File: src/rtl/fp_muldiv_pkg.sv
// fp_muldiv_pkg: shared state encoding, flag layout and opcode constants for the FP32 mul/div arbiter
package fp_muldiv_pkg;
    typedef enum logic [1:0] {IDLE, EXEC, RESP} arb_state_t;
    localparam int FLAG_W = 5;
    localparam int FLAG_IO = 4;
    localparam int FLAG_DZ = 3;
    localparam int FLAG_OF = 2;
    localparam int FLAG_UF = 1;
    localparam int FLAG_I = 0;
    localparam logic OP_MUL = 1'b0;
    localparam logic OP_DIV = 1'b1;
endpackage

File: src/rtl/fp_muldiv_arbiter_rr.sv
// rr_arbiter2: two-input round-robin grant; pointer flips to the other requester on every grant
module rr_arbiter2 (
    input  logic       i_clk,
    input  logic       i_arst,
    input  logic [1:0] i_req,
    input  logic       i_grant_en,
    output logic [1:0] o_grant,
    output logic       o_id
);
    logic r_rr;
    always_comb begin
        o_grant = !i_grant_en ? 2'b00 : (&i_req) ? (r_rr ? 2'b10 : 2'b01) : i_req;
        o_id    = o_grant[1];
    end
    always_ff @(posedge i_clk or posedge i_arst) begin
        if (i_arst)
            r_rr <= 1'b0;
        else if (|o_grant)
            r_rr <= ~o_id;
    end
endmodule

File: src/rtl/fp_muldiv_arbiter.sv
// fp_muldiv_arbiter: round-robin sharing of one fixed-latency FP32 mul/div unit between two requesters; FP_ARB_STICKY_FLAGS_EN adds per-requester sticky flags
module fp_muldiv_arbiter
    import fp_muldiv_pkg::*;
#(
    parameter int LAT   = 3,
    parameter int CNT_W = 4
) (
    input  logic              i_clk,
    input  logic              i_arst,
    input  logic [1:0]        i_req_valid,
    output logic [1:0]        o_req_ready,
    input  logic              i_req_sel0,
    input  logic              i_req_sel1,
    input  logic [31:0]       i_req_a0,
    input  logic [31:0]       i_req_b0,
    input  logic [31:0]       i_req_a1,
    input  logic [31:0]       i_req_b1,
    output logic              o_fpu_en,
    output logic              o_fpu_sel,
    output logic [31:0]       o_fpu_a,
    output logic [31:0]       o_fpu_b,
    input  logic [31:0]       i_fpu_R,
    input  logic [FLAG_W-1:0] i_fpu_flags,
    output logic              o_rsp_valid,
    input  logic              i_rsp_ready,
    output logic              o_rsp_id,
    output logic [31:0]       o_rsp_R,
    output logic [FLAG_W-1:0] o_rsp_flags,
`ifdef FP_ARB_STICKY_FLAGS_EN
    output logic [FLAG_W-1:0] o_sticky_flags0,
    output logic [FLAG_W-1:0] o_sticky_flags1,
    input  logic [1:0]        i_sticky_clr,
`endif
    output logic              o_busy
);
    if (LAT < 1 || LAT > 15 || (1 << CNT_W) <= LAT) begin : g_bad_cfg
        $error("fp_muldiv_arbiter: LAT must be 1..15 and fit in CNT_W bits");
    end

    arb_state_t        r_state, w_next;
    logic [CNT_W-1:0]  r_cnt;
    logic              r_sel, r_id;
    logic [31:0]       r_a, r_b, r_rsp_R;
    logic [FLAG_W-1:0] r_rsp_flags;
    logic [1:0]        w_grant;
    logic              w_gid, w_last, w_hs;

    rr_arbiter2 u_rr (
        .i_clk      (i_clk),
        .i_arst     (i_arst),
        .i_req      (i_req_valid),
        .i_grant_en (r_state == IDLE),
        .o_grant    (w_grant),
        .o_id       (w_gid)
    );

    always_comb begin
        w_next      = r_state;
        w_last      = r_cnt == CNT_W'(LAT - 1);
        w_hs        = r_state == RESP && i_rsp_ready;
        o_req_ready = w_grant;
        o_fpu_en    = r_state == EXEC;
        o_rsp_valid = r_state == RESP;
        o_busy      = r_state != IDLE;
        o_fpu_sel   = r_sel;
        o_fpu_a     = r_a;
        o_fpu_b     = r_b;
        o_rsp_id    = r_id;
        o_rsp_R     = r_rsp_R;
        o_rsp_flags = r_rsp_flags;
        case (r_state)
            IDLE:    w_next = |w_grant ? EXEC : IDLE;
            EXEC:    w_next = w_last ? RESP : EXEC;
            RESP:    w_next = i_rsp_ready ? IDLE : RESP;
            default: w_next = IDLE;
        endcase
    end

    // operands stay latched after EXEC so the unit inputs never glitch while a response waits
    always_ff @(posedge i_clk or posedge i_arst) begin
        if (i_arst) begin
            r_state     <= IDLE;
            r_cnt       <= '0;
            r_sel       <= 1'b0;
            r_id        <= 1'b0;
            r_a         <= '0;
            r_b         <= '0;
            r_rsp_R     <= '0;
            r_rsp_flags <= '0;
        end else begin
            r_state <= w_next;
            if (|w_grant) begin
                r_sel <= w_gid ? i_req_sel1 : i_req_sel0;
                r_a   <= w_gid ? i_req_a1 : i_req_a0;
                r_b   <= w_gid ? i_req_b1 : i_req_b0;
                r_id  <= w_gid;
                r_cnt <= '0;
            end else if (r_state == EXEC) begin
                r_cnt <= r_cnt + 1'b1;
                if (w_last) begin
                    r_rsp_R     <= i_fpu_R;
                    r_rsp_flags <= i_fpu_flags;
                end
            end
        end
    end

`ifdef FP_ARB_STICKY_FLAGS_EN
    logic [1:0][FLAG_W-1:0] r_sticky;
    assign o_sticky_flags0 = r_sticky[0];
    assign o_sticky_flags1 = r_sticky[1];
    always_ff @(posedge i_clk or posedge i_arst) begin
        if (i_arst)
            r_sticky <= '0;
        else
            for (int i = 0; i < 2; i++)
                r_sticky[i] <= (w_hs && r_id == 1'(i)) ? (r_sticky[i] | r_rsp_flags) :
                               i_sticky_clr[i] ? '0 : r_sticky[i];
    end
`else
    logic w_unused;
    assign w_unused = w_hs;
`endif
endmodule

File: config.mk
export PLATFORM = sky130hd
export DESIGN_NAME = fp_muldiv_arbiter
export DESIGN_NICKNAME = d
export VERILOG_FILES = /design/src/rtl/fp_muldiv_pkg.sv /design/src/rtl/fp_muldiv_arbiter_rr.sv /design/src/rtl/fp_muldiv_arbiter.sv
export SDC_FILE = /design/constraint.sdc
export NUM_CORES = 1
export LEC_CHECK = 0
export ABC_AREA = 1
export BUFFER_PORTS_ARGS = -buffer_cell sky130_fd_sc_hd__buf_2
export CAP_MARGIN = 20
export CORE_AREA = 2 2 108 110
export CTS_BUF_LIST = sky130_fd_sc_hd__clkbuf_8
export CTS_CLUSTER_SIZE = 30
export DETAILED_ROUTE_END_ITERATION = 12
export DIE_AREA = 0 0 110 112
export PLACE_DENSITY = 0.86
export SETUP_SLACK_MARGIN = 0.05
export SLEW_MARGIN = 40
export SYNTH_ARGS = -nofsm -noshare
export SYNTH_HDL_FRONTEND = slang
export SYNTH_SLANG_ARGS = --single-unit
File: constraint.sdc
create_clock -name i_clk -period 10.65 [get_ports i_clk]
set_input_delay 2.13 -clock i_clk [delete_from_list [all_inputs] [get_ports i_clk]]
set_output_delay 2.13 -clock i_clk [all_outputs]
set_load 0.01 [all_outputs]
---- Word level (Yosys, flattened, before mapping) ----
Cells that the tools add are included.
word-level totals
  bits in registers ....................... 110
  logic and storage cells ................. 33
  bits of input ports ..................... 172
cells by class
  add/sub/neg operators ................... 1
  equal/unequal tests ..................... 3
  muxes and demuxes ....................... 12
  bitwise logic cells ..................... 2
  reduce and logical (&&, ||, !) cells .... 6
operators by type and width
  kind                                                              number
  32-bit two-way mux                                                2
  2-bit two-way mux                                                 5
  4-bit two-way mux                                                 2
  2-bit one-hot mux with 3 select lines                             1
  4-bit by 1-bit adder with 4-bit output (second input constant)    1
  4-bit by 2-bit == test with 1-bit output (second input constant)  1
  2-bit nonzero test                                                2
  3-bit AND reduction                                               1
  2-bit by 1-bit == test with 1-bit output (second input constant)  1
  2-bit == test (second input constant)                             1
  2-bit logical NOT                                                 1
  1-bit two-way mux                                                 2
  1-bit NOT                                                         2
  2-bit AND reduction                                               1
  2-bit OR reduction                                                1

---- Logic depth before layout (Yosys ltp) ----
Gate-level depths: netlist of the first run.
  depth in word-level cells ............... 6
  depth in mapped cells ................... 8
  depth with buffers taken out ............ 7

---- Hierarchy ----
A second synthesis of the first run with hierarchy kept.
second synthesis, totals
  cells, all modules ...................... 572
  area, all modules ....................... 4800.9 µm²
by module, submodules not included
  module             instances  area each (µm²)  cells each
  fp_muldiv_arbiter  1          4717.0           558
  rr_arbiter2        1          83.8             14

---- Worst setup path after synthesis of the first run ----
Ideal clock, no wire load.
  path type ............................... in2out
  start ................................... input i_req_valid[1]
  end ..................................... output o_req_ready[1]
  setup slack ............................. 5.677 ns
  cell stages on the path ................. 5
  data arrival time ....................... 2.843 ns
  path through ............................ buf_2 -> nand3_2 -> inv_1 -> buf_2 -> buf_4
on the way
  cells in the longest elaborated chain, start to end .. 3
RTL lines
  element                            RTL line                    text
  start, declared                    fp_muldiv_arbiter.sv:10     input logic [1:0] i_req_valid,
  2-bit AND reduction                fp_muldiv_arbiter_rr.sv:12  o_grant = !i_grant_en ? 2'b00 : (&i_req) ? (r_rr ? 2'b10 : 2'b01) : i_req;
  2-bit two-way mux * (2 in series)  fp_muldiv_arbiter_rr.sv:12
  end, declared                      fp_muldiv_arbiter.sv:11     output logic [1:0] o_req_ready,
Mark *: on every way between the ends. The rest lies on a longest branch, timed or not.

---- Final worst setup path of the first run ----
  start ................................... input i_req_valid[0]
  end ..................................... output o_req_ready[1]
on the way
  cells in the longest elaborated chain, start to end .. 3
RTL lines
  element                          RTL line
  2-bit AND reduction              fp_muldiv_arbiter_rr.sv:12
  2-bit two-way mux (2 in series)  fp_muldiv_arbiter_rr.sv:12
Every way passes these cells.

==> results of run 1 <==
-- flip-flops by register name, summed over array words and instances, names as in the netlist --
register	flops
u_rr.r_rr	1
r_cnt	4
o_rsp_flags	5
o_fpu_b	32
o_rsp_id	1
o_fpu_sel	1
o_fpu_a	32
r_state	2
o_rsp_R	32
-- tightest hold or removal path, delay by kind of cell (launching register included) --
kind             cells  cell delay, ns
flip-flops           1            0.35
AND/OR/NAND/NOR      2            0.10
-- cell usage in the layout, fill, tap and decap left out, drive strengths merged --
cell type and n:
nand3 106, nand3b 1, buf 287, nor2 5
clkbuf 10, or2 1, clkinvlp 2, clkinv 2
o21ai 1, nand4 53, a21oi 3, dfrtp 110
nor3b 1, ha 2, nand2 284, inv 117
o211ai 1, o31ai 1
-- power by group through the flow --
stage	registers, mW	clock network [mW]	logic, mW
2_1_floorplan	0.825	0	0.550
4_1_cts	0.738	0.230	0.985
6_report	0.739	0.223	0.972
3_5_place_dp	0.740	0	0.988
5_1_grt	0.762	0.245	1.09
3_3_place_gp	0.736	0	0.955
-- per-stage QoR --
step	cells	hold slack (ns)	setup slack, ns	util [%]	cell area (sq um)
2_1_floorplan	736	0.472	5.62	-	5560
3_3_place_gp	1116	0.449	4.92	61.9	6920
3_5_place_dp	1116	0.454	5.05	62.0	6930
4_1_cts	1130	0.477	5.05	63.4	7090
5_1_grt	1130	0.501	4.92	63.4	7090
6_report	1130	0.474	5.07	63.4	7090
-- layer usage --
layer | GRT usage (%) | vias up | wire length (microns)
li1 | - | 2773 | -
met1 | 30.7 | 2484 | 6090
met2 | 41.5 | 273 | 7590
met3 | 5.33 | 34 | 1300
met4 | 9.20 | 0 | 451
met5 | 0 | - | 0
-- worst max-delay path by stage --
stage / slack (ns) / cells past startpoint / to / from
after floorplan: 5.62 / 1 / o_fpu_a[0] / i_arst
after global placement: 4.92 / 5 / o_req_ready[0] / i_req_valid[1]
after detailed placement: 5.05 / 6 / o_req_ready[1] / i_req_valid[0]
after CTS: 5.05 / 6 / o_req_ready[1] / i_req_valid[0]
after global routing: 4.92 / 6 / o_req_ready[1] / i_req_valid[0]
final: 5.07 / 6 / o_req_ready[1] / i_req_valid[0]
-- kinds of logic (layout without fill, tap and decap cells) --
kind of cell    Yosys count  in the layout
simple gates            451            451
flops                   110            110
buf+inv                 167            418
fa+ha+maj                 2              2
compound gates            6              6
-- final cells by class --
class	count	area share, %
flip-flops and latches	110	38.8
multi-input cells	459	29.5
repair buffers	287	20.6
inverters	117	6.23
well taps	143	2.52
clock buffers	10	1.94
clock inverters	4	0.353
==> results_dict.tcl, run 1 <==
set metrics [dict create \
    switching_share_pct 45.7 \
    fmax_mhz 179 \
    crit_buf_inv 4 \
    min_from "o_rsp_flags[0]" \
    arrival_ns 3.45 \
    hold-path-endpoint "o_rsp_flags[0]" \
    grtUsageTotal_pct 24.6 \
    sequentialPowerShare_pct 38.2 \
    ios 280 \
    path_max_fanout 54 \
    cts-hold-fix-buffers 0 \
    endpoint_kind "primary output" \
    synth-seq-cells 110 \
    cts_tree "built" \
    syn_nets 910 \
    ant_nets 0 \
    wl_per_cell_microns 13.6 \
    yosys.cell_count.top_type "nand2_1" \
    dp_hpwl_mm 10.8 \
    crit_top_cell "buf_2" \
    maxSlewHeadroom_pct 48.9 \
    fillers 1015 \
    clockPowerShare_pct 11.5 \
    grt_pass1_wl_mm 24.0 \
    viasPerCell 4.92 \
    async_reset_ff_share_pct 100 \
    comb_power_share_pct 50.3 \
    r2r-end "o_fpu_a[17]" \
    fin_skew_ns 0.0103 \
    fin_nets 1158 \
    min_period_ns 5.58 \
    synth_compound_area_share_pct 0.721 \
    status "complete, no violations" \
    cts_sinks 110 \
    io_buffers 279 \
    multi_input_area_sq_um 2090 \
    total_power_mw 1.93 \
    synthAdderAreaFrac_pct 0.450 \
    hold_viol_final 0 \
    grt_max_degree 74 \
    rrSetupSlack_ns 8.16 \
    r2r-start "r_state[0]" \
    antenna_found_initial 0 \
    slew_violations 0 \
    seq_area_sq_um 2750 \
    vias 5564 \
    max_cap_violations 0 \
    fin_tns_setup_ns 0 \
    cts-root-buf "clkbuf_8" \
    p_switching_uw 883 \
    cts.repair.resized 0 \
    synth_area_leaders "dfrtp_1, nand2_1, nand3_1" \
    antenna_cells 0 \
    critPathMaxStageDelay_ns 0.45 \
    cp.required_ns 8.52 \
    cp_top_family "buffers and inverters" \
    die_h_microns 112 \
    vdd_ir_drop_max_v 0.000129 \
    leakage_nw 4.43 \
    drtIter0Drc 326 \
    place.gp.congestion 0.870 \
    cts_setup_buffers 0 \
    setup_viol 0 \
    core_area_sq_um 11200 \
    path_cells "buf_2, nand2_2, buf_4, nand3_2, inv_1, buf_2" \
    synth_edf_count 0 \
    synth-main-ff-cell "dfrtp_1" \
    rsz0062_at_grt "false" \
    synth_simple_gate_area_share_pct 36.1 \
    synth_top_family_by_area "simple AND/OR/NAND/NOR gates" \
    htree_num_levels 3 \
    crit_path_top_delay_cell "buf_4" \
    hold_path_class "register to register" \
    grt-ovfl-total 0 \
    worstSetupStartpointType "primary input" \
    seq_area_frac_synth_pct 49.5 \
    clockBufferDepth 2 \
    fp.dieW_microns 110 \
    dieArea_sq_um 12300 \
    cts.clk_slew.worst_paths_ns 0.09 \
    ys_types 25 \
    post-route-period-util_pct 52.4 \
    start_util_pct 49.7 \
    route.detailed.drc 0 \
    cts_inserted_buffers 9 \
    yosys_warnings 0 \
    syn_avg_cell_area_sq_um 7.55 \
    internal_power_mw 1.05 \
    rr_worst_depth 7 \
    first_global_vias 5109 \
    synth_xor_xnor_area_share_pct 0 \
    synthCells 736 \
    min_path_cells 2 \
    rows 39 \
    insertion_delay_ns 0.35 \
    p_per_area_nw_per_um2 273 \
    synthesis.area_sq_um 5560 \
    ys_top_cells_by_count "nand2_1, inv_1, dfrtp_1" \
    synth_top_area_share_pct 49.5 \
    synth_top_area_cell "dfrtp_1" \
    synthMuxAreaShare_pct 0 \
    critPathKind "primary input to primary output" \
    drive_above_1_share_pct 31.7 \
    syn2layout_area_growth_pct 27.6 \
    drt_pre_antenna_iters 5 \
    tightest_slew_ns 0.763 \
    routed_wl_mm 15.4 \
]
(Power assumes the default switching activity.)
==> run 2, diff against run 1 <==
--- a/config.mk
+++ b/config.mk
@@ -8,12 +8,12 @@
 export ABC_AREA = 1
 export BUFFER_PORTS_ARGS = -buffer_cell sky130_fd_sc_hd__buf_2
 export CAP_MARGIN = 20
-export CORE_AREA = 2 2 108 110
+export CORE_MARGIN = 1.5
+export CORE_UTILIZATION = 43
 export CTS_BUF_LIST = sky130_fd_sc_hd__clkbuf_8
 export CTS_CLUSTER_SIZE = 30
 export DETAILED_ROUTE_END_ITERATION = 12
-export DIE_AREA = 0 0 110 112
-export PLACE_DENSITY = 0.86
+export PLACE_DENSITY = 0.79
 export SETUP_SLACK_MARGIN = 0.05
 export SLEW_MARGIN = 40
 export SYNTH_ARGS = -nofsm -noshare
==> constraint.sdc (replaced) <==
create_clock -name i_clk -period 4.5 [get_ports i_clk]
set_input_delay 0.9 -clock i_clk [delete_from_list [all_inputs] [get_ports i_clk]]
set_output_delay 0.9 -clock i_clk [all_outputs]
set_load 0.01 [all_outputs]
==> results_dict.tcl, run 2 (synthesized netlist as in run 1, its figures left out) <==
set metrics [dict create \
    cp_top_family "buffers and inverters" \
    max_cap_violations 0 \
    viasPerCell 4.81 \
    cts_setup_buffers 0 \
    leakage_nw 4.46 \
    routed_wl_mm 15.1 \
    cts-root-buf "clkbuf_8" \
    vias 5590 \
    critPathMaxStageDelay_ns 0.45 \
    placed_area_sq_um 6970 \
    fin_hold_ws_ns 0.475 \
    crit_path_top_delay_cell "buf_2" \
    maxSlewHeadroom_pct 57.6 \
    dieArea_sq_um 13600 \
    rsz0062_at_grt "false" \
    r2r-end "o_fpu_a[14]" \
    cts.clk_slew.worst_paths_ns 0.09 \
    start_util_pct 44.0 \
    place_inst 1146 \
    htree_num_levels 3 \
    io_buffers 279 \
    clockBufferDepth 2 \
    rows 41 \
    fin_skew_ns 0.00916 \
    cts-hold-fix-buffers 0 \
    final_common_cell "nand2_1" \
    fmax_mhz 339 \
    endpoint_kind "primary output" \
    place.gp.congestion 0.792 \
    path_max_fanout 26 \
    wl_per_cell_microns 13.0 \
    fin_cells 1162 \
    cts.repair.resized 0 \
    fp.dieW_microns 117 \
    grt-ovfl-total 0 \
    grtUsageTotal_pct 21.7 \
    cts_inserted_buffers 9 \
    min_path_cells 2 \
    core_area_sq_um 12600 \
    grt_pass1_wl_mm 23.2 \
    cp.required_ns 3.60 \
    drive_above_1_share_pct 31.9 \
    crit_top_cell "buf_2" \
    first_global_vias 4901 \
    min_from "o_rsp_R[31]" \
    critPathKind "primary input to primary output" \
    arrival_ns 2.05 \
    crit_buf_inv 3 \
    route.detailed.drc 0 \
    cts_sinks 110 \
    rrSetupSlack_ns 2.42 \
    post-route-period-util_pct 65.6 \
    r2r-start "r_state[0]" \
    antenna_cells 0 \
    worstSetupStartpointType "primary input" \
    cts_tree "built" \
    ios 280 \
    ant_nets 0 \
    slew_violations 0 \
    drtIter0Drc 463 \
    status "complete, no violations" \
    drt_pre_antenna_iters 5 \
    vdd_ir_drop_max_v 0.000384 \
    min_period_ns 2.95 \
    final_cell_mix "nand2_1, buf_2, inv_1" \
    fin_nets 1159 \
    setup_viol 0 \
    hold_viol_final 0 \
    p_per_area_nw_per_um2 648 \
    die_h_microns 117 \
    final_cell_area_sq_um 7170 \
    final_core_util_pct 56.8 \
    dp_hpwl_mm 10.7 \
    grt_max_degree 69 \
    insertion_delay_ns 0.36 \
    fin_tns_setup_ns 0 \
    antenna_found_initial 0 \
    path_cells "buf_2, nand3_2, inv_1, buf_2" \
    tightest_slew_ns 0.635 \
    hold-path-endpoint "o_rsp_R[31]" \
    syn2layout_area_growth_pct 29.1 \
    hold_path_class "register to register" \
    rr_worst_depth 6 \
]
-- run 2: cell count changes in the layout (fill, tap and decap cells not counted) --
| cell | change |
|---|---|
| bufinv_16 | +1 |
| inv_4 | -1 |
| buf_4 | +1 |
| inv_8 | +1 |
| inv_6 | +2 |
| buf_6 | -1 |
| clkinvlp_4 | -1 |
| buf_2 | +1 |
-- run 2: stage by stage --
stage          power (mW)  setup WS, ns
6_report             4.65          1.55
5_1_grt              5.04          1.46
4_1_cts              4.70          1.56
3_5_place_dp         4.07          1.56
3_3_place_gp         4.01          1.58
2_1_floorplan        3.25         0.698
-- run 2: cell type report --
cell class                 instances  area, sq um
timing repair buffer             288         1460
sequential                       110         2750
clock buffer                      10          138
fill                            1212         5450
clock inverter                     6         67.6
multi-input combinational        459         2090
tap                              172          215
inverter                         117          444
-- run 2: layer usage --
metal / GRT usage [%] / share of wire, % / wire length, microns
met5: 0 / 0 / 0
met2: 37.1 / 48 / 7320
met3: 3.37 / 6.4 / 970
met1: 28.0 / 43 / 6520
met4: 8.03 / 2.2 / 327
-- run 2: how the worst max path moves through the flow --
stage,cells past startpoint,end,slack (ns),from
CTS,4,o_req_ready[1],1.56,i_req_valid[1]
detailed placement,4,o_req_ready[1],1.56,i_req_valid[1]
global placement,4,o_req_ready[1],1.58,i_req_valid[1]
finish,4,o_req_ready[1],1.55,i_req_valid[1]
floorplan,1,o_fpu_a[0],0.70,i_arst
global route,4,o_req_ready[1],1.46,i_req_valid[1]
-- run 2: power breakdown --
part           total, mW  internal (mW)  switching (mW)
Sequential          1.74           1.47           0.267
Combinational       2.29          0.802            1.49
Clock              0.615          0.277           0.338
-- run 2: worst reg2reg max path: stages (launching register included) --
cell and delay, ns:
dfrtp_1 0.47, nor2_4 0.09, nand3_2 0.08, buf_4 0.48, nand2_4 0.48, nand3_1 0.31
nand2_1 0.07
==> run 3, diff against run 2 <==
--- a/config.mk
+++ b/config.mk
@@ -9,11 +9,11 @@
 export BUFFER_PORTS_ARGS = -buffer_cell sky130_fd_sc_hd__buf_2
 export CAP_MARGIN = 20
 export CORE_MARGIN = 1.5
-export CORE_UTILIZATION = 43
+export CORE_UTILIZATION = 47
 export CTS_BUF_LIST = sky130_fd_sc_hd__clkbuf_8
 export CTS_CLUSTER_SIZE = 30
 export DETAILED_ROUTE_END_ITERATION = 12
-export PLACE_DENSITY = 0.79
+export PLACE_DENSITY = 0.82
 export SETUP_SLACK_MARGIN = 0.05
 export SLEW_MARGIN = 40
 export SYNTH_ARGS = -nofsm -noshare
==> constraint.sdc (replaced) <==
create_clock -name i_clk -period 2.9 [get_ports i_clk]
set_input_delay 0.58 -clock i_clk [delete_from_list [all_inputs] [get_ports i_clk]]
set_output_delay 0.58 -clock i_clk [all_outputs]
set_load 0.01 [all_outputs]
==> results_dict.tcl, run 3 (synthesized netlist as in run 1, its figures left out) <==
set metrics [dict create \
    status "complete, no violations" \
    cts.clk_slew.worst_paths_ns 0.11 \
    start_util_pct 48.4 \
    antenna_found_initial 1 \
    rr_worst_depth 6 \
    rrSetupSlack_ns 0.77 \
    core_area_sq_um 11500 \
    cp_top_family "buffers and inverters" \
    cts_setup_buffers 0 \
    fp.dieW_microns 112 \
    cts.repair.resized 0 \
    fin_skew_ns 0.0135 \
    min_period_ns 2.48 \
    syn2layout_area_growth_pct 30.1 \
    maxSlewHeadroom_pct 53.4 \
    dp_hpwl_mm 11.1 \
    p_switching_mw 3.30 \
    clockPowerShare_pct 13.2 \
    max_cap_violations 0 \
    path_cells "nor2_4, buf_4, inv_1, buf_2" \
    routed_wl_mm 15.6 \
    final_cell_mix "nand2_1, buf_2, inv_1" \
    cts_inserted_buffers 9 \
    clockBufferDepth 2 \
    wl_per_cell_microns 13.7 \
    crit_path_top_delay_cell "buf_4" \
    internal_power_mw 4.00 \
    viasPerCell 4.96 \
    insertion_delay_ns 0.36 \
    cts-root-buf "clkbuf_8" \
    hold_viol_final 0 \
    arrival_ns 1.90 \
    vdd_ir_drop_max_v 0.000620 \
    endpoint_kind "primary output" \
    comb_power_share_pct 49.7 \
    vias 5636 \
    final_cell_area_sq_um 7230 \
    fin_nets 1162 \
    cts-hold-fix-buffers 0 \
    fmax_mhz 404 \
    ios 280 \
    p_per_area_nw_per_um2 1010 \
    switching_share_pct 45.3 \
    post-route-period-util_pct 85.4 \
    r2r-end "o_fpu_a[4]" \
    route.detailed.drc 0 \
    htree_num_levels 3 \
    fin_tns_setup_ns 0 \
    grt-ovfl-total 0 \
    rows 39 \
    final_common_cell "nand2_1" \
    placed_area_sq_um 6990 \
    grtUsageTotal_pct 24.9 \
    io_buffers 279 \
    cts_sinks 110 \
    drive_above_1_share_pct 32.1 \
    path_max_fanout 44 \
    die_h_microns 112 \
    ant_nets 0 \
    r2r-start "r_state[0]" \
    place.gp.congestion 0.853 \
    cts_tree "built" \
    drtIter0Drc 480 \
    cp.required_ns 2.32 \
    leakage_nw 4.49 \
    sequentialPowerShare_pct 37.1 \
    worstSetupStartpointType "register" \
    setup_viol 0 \
    dieArea_sq_um 12500 \
    critPathKind "register to primary output" \
    crit_buf_inv 3 \
    first_global_vias 5362 \
    critPathMaxStageDelay_ns 0.49 \
    slew_violations 0 \
    rsz0062_at_grt "false" \
    grt_max_degree 57 \
    tightest_slew_ns 0.696 \
    drt_pre_antenna_iters 5 \
    hold_path_class "primary input to async pin" \
    grt_pass1_wl_mm 25.4 \
]
## run 3: changes by cell type in the layout (fill, tap and decap cells not counted)
cell / previous run / this run
clkbuf_8: 10 / 9
buf_12: 0 / 4
buf_16: 0 / 1
buf_4: 9 / 7
clkinv_2: 2 / 1
diode_2: 0 / 1
clkinvlp_4: 1 / 2
clkinv_4: 0 / 1
## run 3: power by group through the flow
stage	clock network, mW	logic, mW	registers (mW)
finish	0.960	3.63	2.71
global route	1.06	4.04	2.80
global placement	0	3.57	2.72
CTS	0.994	3.65	2.71
detailed placement	0	3.66	2.72
floorplan	0	2.02	3.03
## run 3: area by class of cell
type	count	area, sq um
sequential	110	2750
antenna	1	2.50
fill	1023	4240
clock inverter	7	80.1
tap	143	179
inverter	117	443
multi-input combinational	459	2090
timing repair buffer	291	1560
clock buffer	9	124
## run 3: worst register-to-register path, delay by kind of cell, from the launching register on
| family | cells | cell delay (ns) |
|---|---|---|
| buf+inv | 1 | 0.32 |
| flops | 1 | 0.45 |
| simple gates | 5 | 1.31 |
## run 3: through the flow
step,power (mW),instances,hold slack (ns),util (%),setup WS (ns)
2_1_floorplan,5.05,736,0.472,-,0.991
5_1_grt,7.89,1137,0.204,63.0,0.280
4_1_cts,7.35,1135,0.357,62.8,0.412
3_3_place_gp,6.29,1119,0.450,61.0,0.594
6_report,7.30,1137,0.209,63.0,0.425
3_5_place_dp,6.38,1119,0.453,61.0,0.576
## run 3: how the worst max path moves through the flow
stage,start,to,slack [ns],depth (start not counted)
2_1_floorplan,i_arst,o_fpu_a[0],0.99,1
3_3_place_gp,i_req_valid[0],o_fpu_b[0],0.59,7
3_5_place_dp,i_req_valid[0],o_fpu_b[0],0.58,7
4_1_cts,r_state[1],o_req_ready[1],0.41,4
5_1_grt,r_state[1],o_req_ready[1],0.28,4
6_report,r_state[0],o_busy,0.42,4
## run 3: layer usage
layer,global-route usage (%),share of wire (%)
met5,0,0
met4,10.9,3.3
met3,4.57,6.5
met2,42.2,49
met1,31.1,41
